## src/rtl/alu_issue_ctrl_pkg.sv

```systemverilog
`default_nettype none
//============================================================================
// Module : alu_issue_ctrl_pkg
// Desc   : Shared ALU constants, instruction class/funct encodings and the
//          stage-1 register layout for the ALU issue front end.
// Rev    : 1.0  initial release
//============================================================================
package alu_issue_ctrl_pkg;

    localparam int REG_SIZE    = 32;
    localparam int OPCODE_SIZE = 4;
    localparam int FUNCT_SIZE  = 4;

    localparam logic [OPCODE_SIZE-1:0] ALU_AND = 4'd0;
    localparam logic [OPCODE_SIZE-1:0] ALU_ORR = 4'd1;
    localparam logic [OPCODE_SIZE-1:0] ALU_ADD = 4'd2;
    localparam logic [OPCODE_SIZE-1:0] ALU_SUB = 4'd3;
    localparam logic [OPCODE_SIZE-1:0] ALU_XOR = 4'd4;
    localparam logic [OPCODE_SIZE-1:0] ALU_NOR = 4'd5;
    localparam logic [OPCODE_SIZE-1:0] ALU_LSL = 4'd6;
    localparam logic [OPCODE_SIZE-1:0] ALU_LSR = 4'd7;

    localparam logic [1:0] CLS_REG = 2'd0;
    localparam logic [1:0] CLS_IMM = 2'd1;
    localparam logic [1:0] CLS_BR  = 2'd2;
    localparam logic [1:0] CLS_NOP = 2'd3;

    localparam logic [FUNCT_SIZE-1:0] FUNCT_AND = 4'd0;
    localparam logic [FUNCT_SIZE-1:0] FUNCT_ORR = 4'd1;
    localparam logic [FUNCT_SIZE-1:0] FUNCT_ADD = 4'd2;
    localparam logic [FUNCT_SIZE-1:0] FUNCT_SUB = 4'd3;
    localparam logic [FUNCT_SIZE-1:0] FUNCT_XOR = 4'd4;
    localparam logic [FUNCT_SIZE-1:0] FUNCT_NOR = 4'd5;
    localparam logic [FUNCT_SIZE-1:0] FUNCT_LSL = 4'd6;
    localparam logic [FUNCT_SIZE-1:0] FUNCT_LSR = 4'd7;
    localparam logic [FUNCT_SIZE-1:0] FUNCT_SLT = 4'd8;

    typedef struct packed {
        logic [REG_SIZE-1:0]    a;
        logic [REG_SIZE-1:0]    b;
        logic [OPCODE_SIZE-1:0] op;
        logic [4:0]             rd;
        logic                   err;
        logic                   slt;
    } s1_t;

    // Signed less-than from a - b without needing the overflow flag.
    function automatic logic slt_bit(input logic a_msb, input logic b_msb,
                                     input logic diff_msb);
        return (a_msb ^ b_msb) ? a_msb : diff_msb;
    endfunction

endpackage
`default_nettype wire

```

## src/rtl/alu_issue_ctrl_decode.sv

```systemverilog
`default_nettype none
//============================================================================
// Module : alu_funct_decode
// Desc   : Combinational class/funct to ALU op map. Macro ALU_ISSUE_SLT_EN
//          enables funct 8 as signed set-less-than.
// Rev    : 1.0  initial release
//============================================================================
module alu_funct_decode
    import alu_issue_ctrl_pkg::*;
(
    input  logic [1:0]             i_cls,
    input  logic [FUNCT_SIZE-1:0]  i_funct,
    output logic [OPCODE_SIZE-1:0] o_op,
    output logic                   o_b_sel,
    output logic                   o_err,
    output logic                   o_slt
);

    always_comb begin
        o_op    = ALU_AND;
        o_b_sel = 1'b0;
        o_err   = 1'b0;
        o_slt   = 1'b0;
        case (i_cls)
            CLS_NOP: o_err = 1'b1;
            CLS_BR:  o_op  = ALU_SUB;
            default: begin
                o_b_sel = (i_cls == CLS_IMM);
                case (i_funct)
                    FUNCT_AND: o_op = ALU_AND;
                    FUNCT_ORR: o_op = ALU_ORR;
                    FUNCT_ADD: o_op = ALU_ADD;
                    FUNCT_SUB: o_op = ALU_SUB;
                    FUNCT_XOR: o_op = ALU_XOR;
                    FUNCT_NOR: o_op = ALU_NOR;
                    FUNCT_LSL: o_op = ALU_LSL;
                    FUNCT_LSR: o_op = ALU_LSR;
`ifdef ALU_ISSUE_SLT_EN
                    FUNCT_SLT: begin
                        o_op  = ALU_SUB;
                        o_slt = 1'b1;
                    end
`endif
                    default:   o_err = 1'b1;
                endcase
            end
        endcase
    end

endmodule
`default_nettype wire

```

## src/rtl/alu_issue_ctrl.sv

```systemverilog
`default_nettype none
//============================================================================
// Module : alu_issue_ctrl
// Desc   : Two-stage elastic issue/capture pipeline around a combinational
//          ALU. SLT support follows macro ALU_ISSUE_SLT_EN in the decoder.
// Rev    : 1.0  initial release
//============================================================================
module alu_issue_ctrl
    import alu_issue_ctrl_pkg::*;
#(
    parameter int CNT_W = 16
) (
    input  logic                   clk,
    input  logic                   rst,
    input  logic                   flush,
    input  logic                   in_valid,
    output logic                   in_ready,
    input  logic [1:0]             in_class,
    input  logic [FUNCT_SIZE-1:0]  in_funct,
    input  logic [REG_SIZE-1:0]    in_rs1,
    input  logic [REG_SIZE-1:0]    in_rs2,
    input  logic [REG_SIZE-1:0]    in_imm,
    input  logic [4:0]             in_rd,
    output logic [REG_SIZE-1:0]    alu_a,
    output logic [REG_SIZE-1:0]    alu_b,
    output logic [OPCODE_SIZE-1:0] alu_op,
    input  logic [REG_SIZE-1:0]    alu_out,
    input  logic                   alu_zero,
    output logic                   out_valid,
    input  logic                   out_ready,
    output logic [REG_SIZE-1:0]    out_result,
    output logic                   out_zero,
    output logic [4:0]             out_rd,
    output logic                   out_err,
    output logic [CNT_W-1:0]       op_count
);

    logic                   r_v1;
    logic                   r_v2;
    s1_t                    r_s1;
    logic [REG_SIZE-1:0]    r_result;
    logic                   r_zero;
    logic [4:0]             r_rd;
    logic                   r_err;
    logic [CNT_W-1:0]       r_count;

    logic [OPCODE_SIZE-1:0] w_dec_op;
    logic                   w_dec_b_sel;
    logic                   w_dec_err;
    logic                   w_dec_slt;
    s1_t                    w_s1_next;
    logic                   w_s2_free;
    logic                   w_in_fire;
    logic                   w_s2_load;
    logic                   w_out_fire;
    logic                   w_lt;
    logic [REG_SIZE-1:0]    w_res;
    logic                   w_zero;

    alu_funct_decode u_decode (
        .i_cls   (in_class),
        .i_funct (in_funct),
        .o_op    (w_dec_op),
        .o_b_sel (w_dec_b_sel),
        .o_err   (w_dec_err),
        .o_slt   (w_dec_slt)
    );

    // Flush gates every transfer so nothing moves in the cycle it is seen.
    assign w_s2_free  = !r_v2 || out_ready;
    assign in_ready   = !flush && (!r_v1 || w_s2_free);
    assign w_in_fire  = in_valid && in_ready;
    assign w_s2_load  = !flush && r_v1 && w_s2_free;
    assign w_out_fire = !flush && r_v2 && out_ready;

    always_comb begin
        w_s1_next.a   = in_rs1;
        w_s1_next.b   = w_dec_b_sel ? in_imm : in_rs2;
        w_s1_next.op  = w_dec_op;
        w_s1_next.rd  = in_rd;
        w_s1_next.err = w_dec_err;
        w_s1_next.slt = w_dec_slt;
    end

    assign w_lt = slt_bit(r_s1.a[REG_SIZE-1], r_s1.b[REG_SIZE-1], alu_out[REG_SIZE-1]);

    always_comb begin
        w_res  = alu_out;
        w_zero = alu_zero;
        if (r_s1.err) begin
            w_res = '0;
        end else if (r_s1.slt) begin
            w_res  = {{(REG_SIZE-1){1'b0}}, w_lt};
            w_zero = !w_lt;
        end
    end

    always_ff @(posedge clk) begin
        if (rst) begin
            r_v1     <= 1'b0;
            r_s1     <= '0;
            r_s1.op  <= ALU_AND;
        end else if (flush) begin
            r_v1     <= 1'b0;
        end else if (w_in_fire) begin
            r_v1     <= 1'b1;
            r_s1     <= w_s1_next;
        end else if (w_s2_load) begin
            r_v1     <= 1'b0;
        end
    end

    always_ff @(posedge clk) begin
        if (rst) begin
            r_v2     <= 1'b0;
            r_result <= '0;
            r_zero   <= 1'b0;
            r_rd     <= '0;
            r_err    <= 1'b0;
        end else if (flush) begin
            r_v2     <= 1'b0;
        end else if (w_s2_load) begin
            r_v2     <= 1'b1;
            r_result <= w_res;
            r_zero   <= w_zero;
            r_rd     <= r_s1.rd;
            r_err    <= r_s1.err;
        end else if (out_ready) begin
            r_v2     <= 1'b0;
        end
    end

    always_ff @(posedge clk) begin
        if (rst) begin
            r_count <= '0;
        end else if (w_out_fire) begin
            r_count <= r_count + CNT_W'(1);
        end
    end

    assign alu_a      = r_s1.a;
    assign alu_b      = r_s1.b;
    assign alu_op     = r_s1.op;
    assign out_valid  = r_v2;
    assign out_result = r_result;
    assign out_zero   = r_zero;
    assign out_rd     = r_rd;
    assign out_err    = r_err;
    assign op_count   = r_count;

endmodule
`default_nettype wire

```

## config.mk

```make
export PLATFORM = sky130hd
export DESIGN_NAME = alu_issue_ctrl
export DESIGN_NICKNAME = d
export VERILOG_FILES = /design/src/rtl/alu_issue_ctrl_pkg.sv /design/src/rtl/alu_issue_ctrl_decode.sv /design/src/rtl/alu_issue_ctrl.sv
export SDC_FILE = /design/constraint.sdc
export NUM_CORES = 1
export LEC_CHECK = 0
export ABC_CLOCK_PERIOD_IN_PS = 3300
export BUFFER_PORTS_ARGS = -buffer_cell sky130_fd_sc_hd__buf_2
export CAP_MARGIN = 20
export CORE_MARGIN = 4
export CORE_UTILIZATION = 45
export CTS_CLUSTER_DIAMETER = 30
export CTS_CLUSTER_SIZE = 12
export DETAILED_ROUTE_END_ITERATION = 8
export PLACE_DENSITY = 0.78
export SYNTH_ARGS = -nofsm -noshare
export SYNTH_HDL_FRONTEND = slang
export SYNTH_SLANG_ARGS = --single-unit
```

## constraint.sdc

```tcl
create_clock -name clk -period 3.3 [get_ports clk]
set_clock_uncertainty 0.05 [all_clocks]
set_input_delay 0.165 -clock clk [delete_from_list [all_inputs] [get_ports clk]]
set_output_delay 0.165 -clock clk [all_outputs]
set_load 0.01 [all_outputs]
```

==> impl_results.rst, run 1 <==
.. list-table::
   :header-rows: 1

   * - Metric
     - Value
   * - Status
     - complete, no violations
   * - Sequential cell area fraction in the yosys report
     - 46.4%
   * - Class of the tightest hold or removal check
     - in -> reg
   * - Pin count of the biggest net entering global routing
     - 108
   * - Ratio of cells with drive above 1 in the final layout
     - 33.8%
   * - Signed area change from the synthesized netlist to the final layout
     - 41.3%
   * - Flip-flop and latch area
     - 2600 sq um
   * - Flip-flop cell with the highest count after synthesis
     - dfxtp_1
   * - Dominant cells by area after synthesis
     - dfxtp_1 (46%), buf_4 (9.1%), nand2_1 (8.4%)
   * - Ys Warns
     - 0
   * - Max-cap viol count
     - 0
   * - Sum of met3 wire segment lengths after detailed routing
     - 1.24 mm
   * - Worst slew pin tran
     - 0.974 ns
   * - DPL Wire Length
     - 10.2 mm
   * - Share of synthesized registers carrying an async set or reset
     - 0%
   * - Starting DRT DRC Count
     - 350
   * - Ordered list of cells on the worst path
     - dlygate4sd3_1 > buf_2 > and3b_1 > nand2_1 > or4_1 > a21oi_1
   * - Total instance count after detailed placement
     - 985
   * - Fraction of synthesized cell area taken by the top area cell type
     - 46.4%
   * - Crit Path Max Fanout
     - 7
   * - VDD IR max
     - 0.288 mV
   * - Max Root-Sink Buffers
     - 2
   * - Cell area after technology mapping
     - 5610 sq um
   * - Congestion Overflow GR
     - 0
   * - Inserted Clock Buffers
     - 17
   * - Routed length on met2
     - 8.11 mm
   * - Slowest library cell on the worst path
     - dlygate4sd3_1
   * - Number of buffer and inverter stages on the critical path
     - 2
   * - Antenna violations before repair
     - 0
   * - Pins over their slew limit
     - 0
   * - Max layer used
     - met4
   * - Crit path largest cell delay
     - 0.53 ns
   * - Most common cell after layout, fill and taps aside
     - buf_2
   * - Vias in the first global route
     - 5278
   * - Unrepaired setup endpoints after global routing
     - no
   * - Post-route fraction of the period consumed by the critical path
     - 56.3%
   * - Kind of end point of the critical path
     - flop
   * - Number of endpoints failing setup at the final stage
     - 0
   * - Wire per inst
     - 14.6 um
   * - Area of the core
     - 12100 sq um
   * - Final TNS setup
     - 0 ns
   * - Count of antenna-violating nets left after detailed routing
     - 0
   * - Clock insertion delay at the later pin of the skew report
     - 0.41 ns
   * - Mapped Cells
     - 657
   * - Count of standard-cell rows
     - 40
   * - Total track usage
     - 21.6%
   * - Via density per instance
     - 4.90
   * - Clock Root Buffer
     - clkbuf_16
   * - DRC violations left
     - 0
   * - Worst setup margin
     - 1.44 ns
   * - Most frequent cells in the layout
     - buf_2 (267), dfxtp_1 (130), nand2_1 (125)
   * - First-pass GRT wire length
     - 24.9 mm
   * - Placement-stage worst setup slack
     - 1.32 ns
   * - Power density of the placed cells
     - 513 nW/um^2
   * - Dominant delay contributor by cell family on the critical path
     - simple AND/OR/NAND/NOR gates
   * - Number of enable-type register cells in the synthesized netlist
     - 0
   * - Synthesized Nets
     - 803
   * - Clock sinks
     - 130
   * - Leakage
     - 3.70 nW
   * - Unique masters post-synth
     - 33
   * - Number of nets in the layout
     - 1057
   * - First-pass iteration count of the detailed router
     - 4
   * - Total non-filler cell area in the finished layout
     - 7930 sq um
   * - Clock transition at the register clock pins on the worst setup and hold paths after CTS
     - 0.05 ns
   * - Die X
     - 120 um
   * - Min cycle time layout
     - 1.86 ns
   * - Die height
     - 120 um
   * - Input/output buffers
     - 268
   * - Crit path arrival time
     - 2.14 ns
   * - Via count
     - 5359
   * - Area occupied by multi-input gates
     - 2310 sq um
   * - Htree depth
     - 4
   * - TritonCTS clock tree
     - done
   * - Post-synthesis register bit count
     - 130
   * - Routability-driven placement congestion ratio
     - 0.790
   * - CP required
     - 3.58 ns
   * - Critical path startpoint category
     - input port
   * - Die Outline Area
     - 14300 sq um
   * - Number of filler cells placed in the layout
     - 1002
   * - Worst max-slew margin expressed relative to the limit
     - 35.1%
   * - Total wire length after detailed routing
     - 16.0 mm
   * - Final standard cell utilization of the core
     - 65.5%
   * - Final hold viol count
     - 0
   * - I/O pins
     - 270
   * - Starting Density
     - 46.3%
   * - Post-CTS Setup Repair Bufs
     - 0
   * - Post-synthesis cell type with the largest combined area
     - dfxtp_1
   * - Mean Syn Cell Area
     - 8.54 sq um
   * - Met1 WL
     - 6.19 mm
   * - Placed Instance Area
     - 6530 sq um
   * - Cell Count, Final, Fillers Out
     - 1093
   * - Crit Path Class
     - in -> reg
   * - Maximum clock frequency
     - 0.538 GHz
==> metrics by stage <==
step	power, mW	hold slack, ns
finish	4.07	0.0448
global route	4.24	0.0454
CTS	4.10	0.0260
detailed placement	2.06	0.361
global placement	2.05	0.356
floorplan	1.94	0.188
==> sequential cells by signal (all words and copies together), names as in the netlist <==
signal	flops
r_s1	6
out_valid	1
out_result	32
out_err	1
op_count	16
r_v1	1
alu_a	32
alu_b	32
alu_op	3
out_zero	1
out_rd	5
==> worst register-to-register path: cells and delay by family, from the launching register on <==
family | cells | cell delay, ns
adders and majority gates | 1 | 0.23
DFF | 1 | 0.39
AOI/OAI and AO/OA | 1 | 0.15
and+or+nand+nor | 3 | 0.97
==> path summary, 6_finish.rpt <==
check                           endpoint  slack [ns]                         from  cells past startpoint
max            op_count[15]$_SDFFE_PP0P_        1.44                        flush                      6
min               alu_b[10]$_SDFFE_PP0P_        0.04                   in_imm[10]                      3
max reg2reg    op_count[14]$_SDFFE_PP0P_        1.45     op_count[0]$_SDFFE_PP0P_                      5
min reg2reg  out_result[29]$_SDFFE_PP0P_        0.39  out_result[29]$_SDFFE_PP0P_                      2
==> layer usage <==
metal	track usage [%]	vias up
li1	-	2666
met1	23.7	2418
met2	38.1	240
met3	6.55	35
met4	10.1	0
met5	0	-
==> cell type report <==
type / instances / share of cell area (%)
Timing Repair Buffer: 350 / 27.3
Sequential cell: 130 / 32.8
Inverter: 3 / 0.142
Clock inverter: 11 / 1.99
Antenna cell: 1 / 0.0316
Tap cell: 168 / 2.65
Multi-Input combinational cell: 409 / 29.1
Clock buffer: 21 / 5.93
==> synthesized netlist by cell type (all sizes together), types with 3 or more instances <==
cell type / n
or4: 4
xnor2: 3
a21oi: 85
dfxtp: 130
clkbuf: 35
o31ai: 4
nor2: 46
inv: 3
nand4: 4
nand2: 125
mux2i: 34
nand3b: 32
a211oi: 36
xor2: 6
buf: 80
nor3: 5
nand3: 6
==> power breakdown <==
part / switching, mW / internal (mW) / leakage [nW]
clock: 0.655 / 1.32 / 0.312
combinational: 0.208 / 0.228 / 2.33
sequential: 0.0350 / 1.63 / 1.06
total: 0.898 / 3.17 / 3.70
==> timing repair <==
action                    CTS  global route
hold endpoints to repair   75             0
hold buffers               74             0
resized for setup           0             0
==> cells by family (layout without fill, tap and decap cells) <==
| family | count (synthesis) | count (layout) | synth area share (%) |
|---|---|---|---|
| other | 1 | 2 | 0.0668 |
| AND/OR/NAND/NOR | 235 | 235 | 19.7 |
| XOR/XNOR | 9 | 9 | 1.41 |
| multiplexers | 34 | 34 | 6.07 |
| flip-flops | 130 | 130 | 46.4 |
| buffers and inverters | 118 | 385 | 12.7 |
| adder cells (fa/ha/maj) | 1 | 1 | 0.223 |
| AO/OA/AOI/OAI | 129 | 129 | 13.4 |
Note: power is estimated with default switching activity, not from simulation.
==> run 2, diff against run 1 <==
- ABC_CLOCK_PERIOD_IN_PS: 3300 -> 1800
- clock period: 3.3 -> 1.8 ns (I/O delays scaled with it)
==> impl_results.rst, run 2 (same netlist as run 1, synthesis figures left out) <==
.. list-table::
   :header-rows: 1

   * - Metric
     - Value
   * - Status
     - complete, no violations
   * - Max-cap viol count
     - 0
   * - VDD IR max
     - 0.503 mV
   * - Ratio of cells with drive above 1 in the final layout
     - 32.8%
   * - Maximum clock frequency
     - 0.565 GHz
   * - Kind of end point of the critical path
     - flop
   * - Area of the core
     - 12100 sq um
   * - Crit Path Class
     - reg -> reg
   * - Routability-driven placement congestion ratio
     - 0.775
   * - Starting Density
     - 46.3%
   * - First-pass GRT wire length
     - 28.8 mm
   * - Die Outline Area
     - 14300 sq um
   * - Clock insertion delay at the later pin of the skew report
     - 0.41 ns
   * - Most frequent cells in the layout
     - buf_2 (267), dlygate4sd3_1 (134), dfxtp_1 (128)
   * - Count of standard-cell rows
     - 40
   * - Via count
     - 5879
   * - DRC violations left
     - 0
   * - Unrepaired setup endpoints after global routing
     - yes
   * - Critical path startpoint category
     - flop
   * - Final hold viol count
     - 0
   * - Total wire length after detailed routing
     - 18.9 mm
   * - Signed area change from the synthesized netlist to the final layout
     - 54.6%
   * - Number of buffer and inverter stages on the critical path
     - 1
   * - Most common cell after layout, fill and taps aside
     - buf_2
   * - Slowest library cell on the worst path
     - dfxtp_1
   * - Number of nets in the layout
     - 1127
   * - Post-route fraction of the period consumed by the critical path
     - 98.3%
   * - Vias in the first global route
     - 5760
   * - Clock sinks
     - 130
   * - Congestion Overflow GR
     - 0
   * - Hold-critical path depth
     - 3
   * - Antenna violations before repair
     - 1
   * - Worst setup margin
     - 0.0298 ns
   * - Count of antenna-violating nets left after detailed routing
     - 0
   * - I/O pins
     - 270
   * - Wire per inst
     - 16.3 um
   * - Final TNS setup
     - 0 ns
   * - Htree depth
     - 4
   * - Inserted Clock Buffers
     - 17
   * - Leakage
     - 4.03 nW
   * - Flip-flop and latch area
     - 2610 sq um
   * - Worst Reg-to-Reg Cells
     - 5
   * - Clock transition at the register clock pins on the worst setup and hold paths after CTS
     - 0.06 ns
   * - Number of endpoints failing setup at the final stage
     - 0
   * - Class of the tightest hold or removal check
     - in -> reg
   * - Pins over their slew limit
     - 0
   * - Input/output buffers
     - 268
   * - Ordered list of cells on the worst path
     - nand2b_1 > o211a_4 > buf_4 > nor2_1 > a211oi_1
   * - Crit Path Max Fanout
     - 17
   * - First-pass iteration count of the detailed router
     - 4
   * - Crit path largest cell delay
     - 0.36 ns
   * - Crit path arrival time
     - 2.02 ns
   * - Total track usage
     - 25.0%
   * - Number of filler cells placed in the layout
     - 870
   * - Die height
     - 120 um
   * - Min cycle time layout
     - 1.77 ns
   * - Logic depth of the worst path, buffers included
     - 5
   * - Die X
     - 120 um
   * - Starting DRT DRC Count
     - 387
   * - TritonCTS clock tree
     - done
   * - Power density of the placed cells
     - 876 nW/um^2
   * - Clock Root Buffer
     - clkbuf_16
   * - CP required
     - 2.05 ns
   * - Area occupied by multi-input gates
     - 2330 sq um
   * - Max Root-Sink Buffers
     - 2
   * - Placement-stage worst setup slack
     - 0.0995 ns
   * - DPL Wire Length
     - 10.4 mm
   * - Via density per instance
     - 5.06
   * - Total design power
     - 7.60 mW
   * - Dominant delay contributor by cell family on the critical path
     - compound AO/OA/AOI/OAI gates
   * - Final standard cell utilization of the core
     - 71.6%
   * - Pin count of the biggest net entering global routing
     - 60
-- run 2: cell count changes in the layout (fill, tap and decap cells not counted), moves of 2 or more --
cell / previous run / this run
buf_4: 8 / 12
dfxtp_1: 130 / 128
clkbuf_8: 3 / 5
buf_12: 0 / 6
clkinv_2: 6 / 4
dlygate4sd3_1: 74 / 134
dfxtp_2: 0 / 2
-- run 2: where the power goes --
group	total [mW]	switching, mW	internal, mW
clock network	3.57	1.21	2.35
logic	0.992	0.454	0.538
registers	3.04	0.0568	2.99
total	7.60	1.72	5.88
-- run 2: through the flow --
stage | instance area [sq um] | hold WS, ns | std cells
floorplan | 5620 | 0.113 | 657
global placement | 6690 | 0.281 | 995
detailed placement | 6690 | 0.287 | 995
CTS | 8650 | 0.000240 | 1161
global route | 8670 | 0.0186 | 1163
finish | 8670 | 0.0205 | 1163
-- run 2: what timing repair did --
item                                    CTS  global route
hold buffers                            134             0
resized for setup                         0             2
buffers inserted                          0             0
endpoints found under the hold margin   106             0
endpoints found under the setup margin    0             5
-- run 2: layout make-up --
| type | count | share of cell area, % |
|---|---|---|
| inverter | 3 | 0.130 |
| clock buffer | 23 | 5.74 |
| timing repair buffer | 419 | 33.3 |
| clock inverter | 9 | 1.46 |
| antenna | 1 | 0.0288 |
| tap | 168 | 2.42 |
| sequential | 130 | 30.0 |
| multi-input combinational | 410 | 26.9 |
-- run 2: worst reg2reg max path, cell delays in order (launching register included) --
cell and delay, ns:
dfxtp_1 0.36, nand2b_1 0.26, o211a_4 0.36, buf_4 0.26, nor2_1 0.08, a211oi_1 0.29
-- run 2: final timing paths --
check	startpoint	endpoint	slack [ns]
setup / recovery	out_valid$_SDFFE_PP0P_	alu_b[13]$_SDFFE_PP0P_	0.03
hold / removal	in_rs2[15]	alu_b[15]$_SDFFE_PP0P_	0.02
setup reg to reg	out_valid$_SDFFE_PP0P_	alu_b[13]$_SDFFE_PP0P_	0.03
hold reg to reg	out_result[0]$_SDFFE_PP0P_	out_result[0]$_SDFFE_PP0P_	0.40
-- run 2: per-layer routing --
| metal | GRT usage [%] | routed length, um |
|---|---|---|
| met1 | 27.3 | 7280 |
| met5 | 0 | 0 |
| met3 | 7.73 | 1510 |
| met2 | 44.1 | 9540 |
| met4 | 11.7 | 578 |
